$ cat src/rtl/graphics_reg_bank.sv
`timescale 1ns/1ps
// graphics_reg_bank: CPU-written shadow registers for paddles, ball, scores and
// game state. The shadow set is copied into the live set once per frame, at
// frame end or on a forced commit, so the renderers never see a half-updated
// frame. The block also provides a frame pulse and a frame counter.
module graphics_reg_bank #(
  parameter logic [3:0]  CS_ID     = 4'd2,
  parameter logic [18:0] LAST_ADDR = 19'h4AFFF,
  parameter logic [15:0] H_MAX     = 16'd639,
  parameter logic [15:0] V_MAX     = 16'd479,
  parameter logic [15:0] Z_MAX     = 16'd255
) (
  input  logic        clk,
  input  logic        rst,
  input  logic [3:0]  chipselect,
  input  logic [15:0] databus,
  input  logic [3:0]  data_address,
  input  logic        VGA_ready,
  input  logic [18:0] pixel_address,
  output logic [15:0] paddle_1_x,
  output logic [15:0] paddle_1_y,
  output logic [15:0] paddle_2_x,
  output logic [15:0] paddle_2_y,
  output logic [15:0] ball_x,
  output logic [15:0] ball_y,
  output logic [15:0] ball_z,
  output logic [15:0] player_1_score,
  output logic [15:0] player_2_score,
  output logic [15:0] game_state,
  output logic        frame_tick,
  output logic [15:0] frame_count,
  output logic        pending
);

  localparam int         NUM_REGS  = 10;
  localparam logic [3:0] CTRL_ADDR = 4'd10;

  logic [15:0] shadow [NUM_REGS];
  logic [15:0] live   [NUM_REGS];

  logic fe;
  logic fe_prev;
  logic fe_rise;
  logic write_en;
  logic reg_write;
  logic force_commit;
  logic commit;

  // Power-on contents shared by the shadow and live sets.
  function automatic logic [15:0] reset_value(input int idx);
    case (idx)
      0:       reset_value = 16'd100;
      1:       reset_value = 16'd200;
      2:       reset_value = 16'd350;
      3:       reset_value = 16'd250;
      4:       reset_value = 16'd320;
      5:       reset_value = 16'd240;
      default: reset_value = 16'd0;
    endcase
  endfunction

  // Coordinates are limited to the visible screen and the ball depth range;
  // scores and game state are stored as written.
  function automatic logic [15:0] clamp_value(input logic [3:0] addr,
                                              input logic [15:0] data);
    case (addr)
      4'd0, 4'd2, 4'd4: clamp_value = (data > H_MAX) ? H_MAX : data;
      4'd1, 4'd3, 4'd5: clamp_value = (data > V_MAX) ? V_MAX : data;
      4'd6:             clamp_value = (data > Z_MAX) ? Z_MAX : data;
      default:          clamp_value = data;
    endcase
  endfunction

  assign fe           = VGA_ready && (pixel_address == LAST_ADDR);
  assign fe_rise      = fe && !fe_prev;
  assign write_en     = (chipselect == CS_ID);
  assign reg_write    = write_en && (data_address < CTRL_ADDR);
  assign force_commit = write_en && (data_address == CTRL_ADDR) && databus[0];
  assign commit       = fe_rise || force_commit;

  // CPU writes land in the shadow set only, after clamping.
  always_ff @(posedge clk) begin
    for (int i = 0; i < NUM_REGS; i++) begin
      if (!rst) begin
        shadow[i] <= reset_value(i);
      end else if (reg_write && (data_address == i[3:0])) begin
        shadow[i] <= clamp_value(data_address, databus);
      end
    end
  end

  // On commit the whole live set takes the pre-write shadow values at once.
  always_ff @(posedge clk) begin
    for (int i = 0; i < NUM_REGS; i++) begin
      if (!rst) begin
        live[i] <= reset_value(i);
      end else if (commit) begin
        live[i] <= shadow[i];
      end
    end
  end

  // Frame-end edge history, frame pulse, frame counter and pending flag.
  // A write in the commit cycle leaves pending set since it is not yet live.
  always_ff @(posedge clk) begin
    if (!rst) begin
      fe_prev     <= 1'b0;
      frame_tick  <= 1'b0;
      frame_count <= 16'd0;
      pending     <= 1'b0;
    end else begin
      fe_prev    <= fe;
      frame_tick <= commit;
      if (commit) begin
        frame_count <= frame_count + 16'd1;
      end
      if (reg_write) begin
        pending <= 1'b1;
      end else if (commit) begin
        pending <= 1'b0;
      end
    end
  end

  assign paddle_1_x     = live[0];
  assign paddle_1_y     = live[1];
  assign paddle_2_x     = live[2];
  assign paddle_2_y     = live[3];
  assign ball_x         = live[4];
  assign ball_y         = live[5];
  assign ball_z         = live[6];
  assign player_1_score = live[7];
  assign player_2_score = live[8];
  assign game_state     = live[9];

endmodule
$ cat config.mk
export PLATFORM = sky130hd
export DESIGN_NAME = graphics_reg_bank
export DESIGN_NICKNAME = d
export VERILOG_FILES = /design/src/rtl/graphics_reg_bank.sv
export SDC_FILE = /design/constraint.sdc
export NUM_CORES = 1
export LEC_CHECK = 0
export CAP_MARGIN = 20
export CORE_UTILIZATION = 56
export DETAILED_ROUTE_END_ITERATION = 6
export HOLD_SLACK_MARGIN = 0.02
export MAX_ROUTING_LAYER = met4
export PLACE_DENSITY = 0.84
export SLEW_MARGIN = 20
export SYNTH_ARGS = -nofsm -noshare
export SYNTH_HDL_FRONTEND = slang
export SYNTH_SLANG_ARGS = --single-unit
$ cat constraint.sdc
create_clock -name clk -period 13.8 [get_ports clk]
set_input_delay 1.38 -clock clk [delete_from_list [all_inputs] [get_ports clk]]
set_output_delay 1.38 -clock clk [all_outputs]
set_load 0.005 [all_outputs]
---- Word-level counts from Yosys, hierarchy flattened ----
Memories as Yosys holds them, arrays and structs flattened.
Cells that the tools add are included.
cells by class
  add/sub/neg operators ................... 1
  order comparisons ....................... 4
  eq/ne operators ......................... 12
  mux-type cells .......................... 87
  bitwise logic cells ..................... 20
  reduce and logical (&&, ||, !) cells .... 21
operators with widths
  operator               number
  $mux 16                50
  $pmux 16 s3            1
  $mux 1                 36
  $or 1x1->1             20
  $eq 19x19->1 const B   1
  $add 16x1->16 const B  1
  $eq 4x3->1 const B     4
  $gt 16x10->1 const B   1
  $gt 16x8->1 const B    1
  $gt 16x9->1 const B    1
  $logic_and 1x1->1      15
  $eq 4x2->1 const B     3
  $eq 4x4->1 const B     3
  $reduce_or 3->1        2
  $eq 4x1->1 const B     1
  $logic_not 4->1        1
  $lt 4x4->1 const B     1
  $reduce_bool 2->1      1
  $logic_not 1->1        1
  $logic_or 1x1->1       1
storage, ports and cells
  register bits after elaboration ......... 19
  memory bits (writable) .................. 320
  input bits .............................. 46
  output and inout port bits .............. 178
  logic and storage cells ................. 151
  memories ................................ 2
memory list
  name    words  bits a word  read ports  clocked after Yosys merged registers in  write ports  RTL line  text
  live    10     16           10          0                                        10           39        logic [15:0] live [NUM_REGS];
  shadow  10     16           10          0                                        10           38        logic [15:0] shadow [NUM_REGS];

---- Depth between registers and ports, before layout ----
Gate-level depths: netlist (run 1).
  depth after elaboration ................. 8
  mapped depth ............................ 8
  mapped depth without buffers ............ 5

---- Worst setup path before layout (run 1) ----
OpenSTA, ideal clock, no wires.
  path kind ............................... input to register
  start ................................... input port pixel_address[17]
  end ..................................... memory live[0][0] (enable)
  library setup time ...................... 526 ps
  data arrival time ....................... 5,961 ps
  data required time ...................... 13,274 ps
  setup slack ............................. 7,313 ps
  stages on the path ...................... 5
  path buffers ............................ 1
  cell sequence ........................... or4bb_1 -> nor4_2 -> a21oi_1 -> clkbuf_1 -> nand2_1
RTL lines
  element             RTL line  text
  start: declaration  19        input logic [18:0] pixel_address,
  end: declaration    39

==> run metrics, run 1 <==
Leak 5.787 nW; antenna diode count 0; initial DRC count 620; Die H 152.2 um; failing checks design-rule violations; Most used DFF post-synth edfxtp_1; Cells after Synth 824; H-tree levels 2; Worst-Skew Late Latency 0.50 ns; Post-synth EDFFs 320; ANT nets after route 0; Clock transition at path regs 0.06 ns; Initial Util 57.56%; Max Slew Vio Count 0; Detailed Routing Iterations Pass 1 7; Setup Viol. Count Final 0; CTS Buffer Depth 3; initial antenna violation count 0; sequential cell area fraction in the yosys report 79.04%; largest net degree at the start of global routing 101; CP Data Required Time 13.90 ns; CP Launch Type input pin; kind of critical path in2reg; max frequency 0.2115 GHz; final worst slack 9.073 ns; HPWL Detailed 16900 um; Synth top area share 76.03%; DP Worst Slack 8.545 ns; gr ovfl total 0; post-DR wirelength/cell 18.73 um; Layout Nets 1152; reg2reg start fe_prev; RSZ-0062 raised after global routing false; number of global-route vias before repair 7328; Setup Skew 0.01915 ns; routed vias 7543; Slew headroom 26.68%; fraction of layout cells with a size suffix above 1 6.400%; commonest cells after routing, fill and taps aside edfxtp_1, clkdlybuf4s50_1, and2_1, nor2_1, conb_1; TNS Setup 0 ns; synth top area cells edfxtp_1, and2_1, dfxtp_1; Final min period 4.727 ns; final hold violation count 0; layout overhead on the synthesized area 29.31%; crit path DAT 4.83 ns; total core area 0.02196 mm^2; post-synthesis area per instance 15.34 um^2; GRT Resource Usage Total 23.47%; Max-Cap Viols 0; hold_buf cts 0; Sink Count 339; FFs w/ async S/R, synth 0%; Crit. End Element flip-flop; Design Power 2.094 mW; fin area 0.01634 mm^2; commonest non-fill, non-tap cell in the layout edfxtp_1; Netlist cell types 48; Final Util 74.43%; Port Buffers 223; drt drc 16; Hold Crit Start pending; Power per Cell Area 128.2 mW/mm^2; Root Buffer clkbuf_16; routability cong. 0.8076; post-CTS resize count 0; maximum vdd ir drop 0.08609 mV; worst hold path type reg2reg; Via density 5.369; overall die width 152.2 um; critical path fanouts, max 81; Worst-Margin Slew 1.096 ns; Routed WL 26310 um; CTS tree built; critical path launch point pixel_address[18]; Rows 54; CTS Buf Count 35; period utilization 34.26%; Ys Warns 0; Synth Register Bits 339; status complete, but fails checks; die area 0.02317 mm^2; global-route wire length before repair 39610 um; placed inst area 0.01535 mm^2; Post-Syn Area 0.01264 mm^2; Post-CTS Setup Bufs 0; io pins 224; top cell type by total area after synthesis edfxtp_1
-- stage by stage --
stage	hold WS, ns	instances
final	0.4730	1405
after global placement	0.4616	1347
after global routing	0.5118	1405
after floorplan	0.4527	870
after CTS	0.4781	1404
after detailed placement	0.4693	1347
-- worst paths after layout --
kind                                     to  slack, ns  cells past startpoint
worst max-delay path            live[8][13]       9.07                      7
worst min-delay path                pending       0.47                      2
worst max register to register  live[8][13]      10.86                      5
worst min register to register      pending       0.47                      2
-- final cells by class --
| cell class | instances | area (um^2) |
|---|---|---|
| fillers | 1320 | 5615 |
| well taps | 280 | 350.3 |
| clock buffers | 48 | 934.6 |
| repair buffers | 235 | 2326 |
| clock inverters | 9 | 47.55 |
| inverters | 7 | 26.28 |
| multi-input cells | 487 | 2669 |
| flip-flops and latches | 339 | 9990 |
-- power by group --
group / leakage, nW / switching, mW / total, mW / internal (mW)
sequential: 3.36 / 0.0115 / 1.18 / 1.17
clock: 0.480 / 0.354 / 0.826 / 0.472
combinational: 1.94 / 0.0527 / 0.0912 / 0.0386
total: 5.79 / 0.418 / 2.09 / 1.68
-- kinds of logic after synthesis --
kind of cell | synth area share (%)
and+or+nand+nor | 16.62
DFF | 79.04
AOI/OAI and AO/OA | 2.624
buffers and inverters | 1.445
xor gates and xnor gates | 0.1386
adders and majority gates | 0.09898
other | 0.02967
-- registers in the layout, indices dropped and copies added (netlist names) --
signal,flops
live,160
frame_count,16
frame_tick,1
pending,1
fe_prev,1
shadow,160
-- worst max-delay path, cell delays in order --
cell             delay [ns]
clkdlybuf4s50_1        0.44
or4bb_1                0.51
nor4_2                 0.38
a21oi_2                0.10
buf_4                  0.24
nand2_4                0.77
buf_4                  0.93
-- cells in the mapped netlist (6+ instances only) --
cell      instances
edfxtp_1        320
and2_1          155
o21ai_0          20
dfxtp_1          19
buf_2             8
clkbuf_1         25
nor2_1           92
nand2_1          34
inv_1             7
nand4_1           7
nor3_1            6
nand3_1          12
or3_1            41
a21oi_1          17
-- routing by layer --
metal	vias up	track usage [%]	wire [um]
met5	-	-	0
met4	0	7.483	637
met3	53	4.608	1992
met2	319	40.36	13570
met1	3688	27.96	10110
li1	3483	-	-
No activity file was read; power rests on OpenSTA's default activity.
==> run 2: changes to the inputs <==
--- a/config.mk
+++ b/config.mk
@@ -6,11 +6,11 @@
 export NUM_CORES = 1
 export LEC_CHECK = 0
 export CAP_MARGIN = 20
-export CORE_UTILIZATION = 56
+export CORE_UTILIZATION = 47
 export DETAILED_ROUTE_END_ITERATION = 6
 export HOLD_SLACK_MARGIN = 0.02
 export MAX_ROUTING_LAYER = met4
-export PLACE_DENSITY = 0.84
+export PLACE_DENSITY = 0.75
 export SLEW_MARGIN = 20
 export SYNTH_ARGS = -nofsm -noshare
 export SYNTH_HDL_FRONTEND = slang
==> constraint.sdc (replaced) <==
create_clock -name clk -period 4.16 [get_ports clk]
set_input_delay 0.416 -clock clk [delete_from_list [all_inputs] [get_ports clk]]
set_output_delay 0.416 -clock clk [all_outputs]
set_load 0.005 [all_outputs]
==> run 2 against run 1 <==
The run still ends with design-rule violations left. Critical path depth down 1. Die area increased by 19%. First-iteration DRC count up 9.0%. Clock power grew to 3.5 times the previous value. Count of clock-buffer cells in the layout decreased by 2. Clock skew decreased by 0.012 ns. Global-route usage is 3.0 points lower. Cell count up 4.7%. Critical path type unchanged. Critical endpoint is now shadow[0][16]. Largest power group unchanged.
==> run metrics, run 2 (synthesis gave the netlist of run 1 again) <==
total core area 0.02621 mm^2; Sink Count 339; reg2reg start frame_count[3]; worst hold path type reg2reg; GRT Resource Usage Total 20.43%; die area 0.02755 mm^2; maximum vdd ir drop 0.1973 mV; biggest regs live (160), shadow (160), frame_count (16); Design Power 7.079 mW; largest net degree at the start of global routing 88; Final min period 2.899 ns; HPWL Detailed 18200 um; TNS Setup 0 ns; Leak 5.868 nW; Post-CTS Setup Bufs 0; Max-Cap Viols 0; post-DR wirelength/cell 18.61 um; final hold violation count 0; CP Data Required Time 4.37 ns; routability cong. 0.8424; Port Buffers 223; Max Slew Vio Count 0; Crit. End Element flip-flop; kind of critical path in2reg; CP Capture Point shadow[0][16]; Setup Viol. Count Final 0; commonest cells after routing, fill and taps aside edfxtp_1, clkdlybuf4s50_1, and2_1, nor2_1, conb_1; critical path fanouts, max 13; number of global-route vias before repair 7375; Root Buffer clkbuf_16; Rows 59; layout overhead on the synthesized area 31.08%; routed vias 7384; drt drc 17; CP Launch Type input pin; placed inst area 0.01552 mm^2; Detailed Routing Iterations Pass 1 7; r2r setup slk 2.05 ns; Slew headroom 37.88%; max frequency 0.3450 GHz; Die H 166.0 um; CTS tree built; Reg2Reg Depth 5; Routed WL 27370 um; overall die width 166.0 um; commonest non-fill, non-tap cell in the layout edfxtp_1; gr ovfl total 0; final worst slack 1.261 ns; Initial Util 48.23%; initial antenna violation count 0; Clock transition at path regs 0.06 ns; status complete, but fails checks; Worst-Margin Slew 0.9318 ns; crit path DAT 3.11 ns; period utilization 69.68%; CTS Buf Count 36; failing checks design-rule violations; Setup Skew 0.007110 ns; Worst-Skew Late Latency 0.50 ns; Layout Nets 1160; initial DRC count 676; global-route wire length before repair 41550 um; fin area 0.01657 mm^2; CTS Buffer Depth 3; Via density 5.020; DP Worst Slack 0.8014 ns; reg2reg end frame_count[15]; fraction of layout cells with a size suffix above 1 7.482%; Power per Cell Area 427.4 mW/mm^2; RSZ-0062 raised after global routing false; critical path launch point databus[14]; H-tree levels 2; hold_buf cts 0; antenna diode count 0; Final Util 63.21%; post-CTS resize count 0; io pins 224; ANT nets after route 0
-- run 2: cell count changes in the layout (fill, tap and decap cells not counted) --
cell and delta:
buf_4 +6, clkbuf_1 -5, clkinv_1 +5, buf_12 +2
clkbuf_16 +2, clkinv_2 +2, inv_6 -2, o21ai_1 -2
o21ai_2 +2, buf_6 -1, clkbuf_8 +1, clkinvlp_4 +1
nand2_4 -1, nand2_8 +1
-- run 2: power by group --
part	internal [mW]	switching (mW)
sequential	3.87	0.0383
clock	1.65	1.21
combinational	0.135	0.177
-- run 2: worst max-delay path: stages --
cell and delay (ns):
clkdlybuf4s50_1 0.45, or4_1 0.65, nor3_1 0.46, a21oi_2 0.30, nor2_2 0.69, nor2_1 0.13
-- run 2: worst min path at each step --
stage	to	cells after the start	slack [ns]	from
after floorplan	pending	2	0.45	pending
after global placement	frame_count[15]	2	0.47	frame_count[15]
after detailed placement	pending	2	0.47	pending
after CTS	pending	2	0.49	pending
after global routing	live[5][5]	1	0.52	shadow[2][21]
final	pending	2	0.49	pending
-- run 2: layer usage --
metal / GRT usage [%] / part of all wire, % / vias up
li1: - / - / 3505
met1: 24.93 / 41 / 3567
met2: 34.71 / 51 / 272
met3: 4.242 / 6.4 / 40
met4: 5.323 / 1.9 / 0
met5: - / 0 / -
-- run 2: layout make-up --
cell class	count	area, um^2
Sequential cell	339	9990
Fill cell	1887	9641
Multi-Input combinational cell	487	2685
Timing Repair Buffer	242	2400
Clock buffer	46	979.7
Tap cell	335	419.2
Clock inverter	15	66.31
Inverter	7	26.28
-- run 2: stage by stage --
stage / hold WS, ns / cells
4_1_cts: 0.4930 / 1471
3_5_place_dp: 0.4726 / 1410
5_1_grt: 0.5227 / 1471
2_1_floorplan: 0.4527 / 870
6_report: 0.4940 / 1471
3_3_place_gp: 0.4682 / 1410
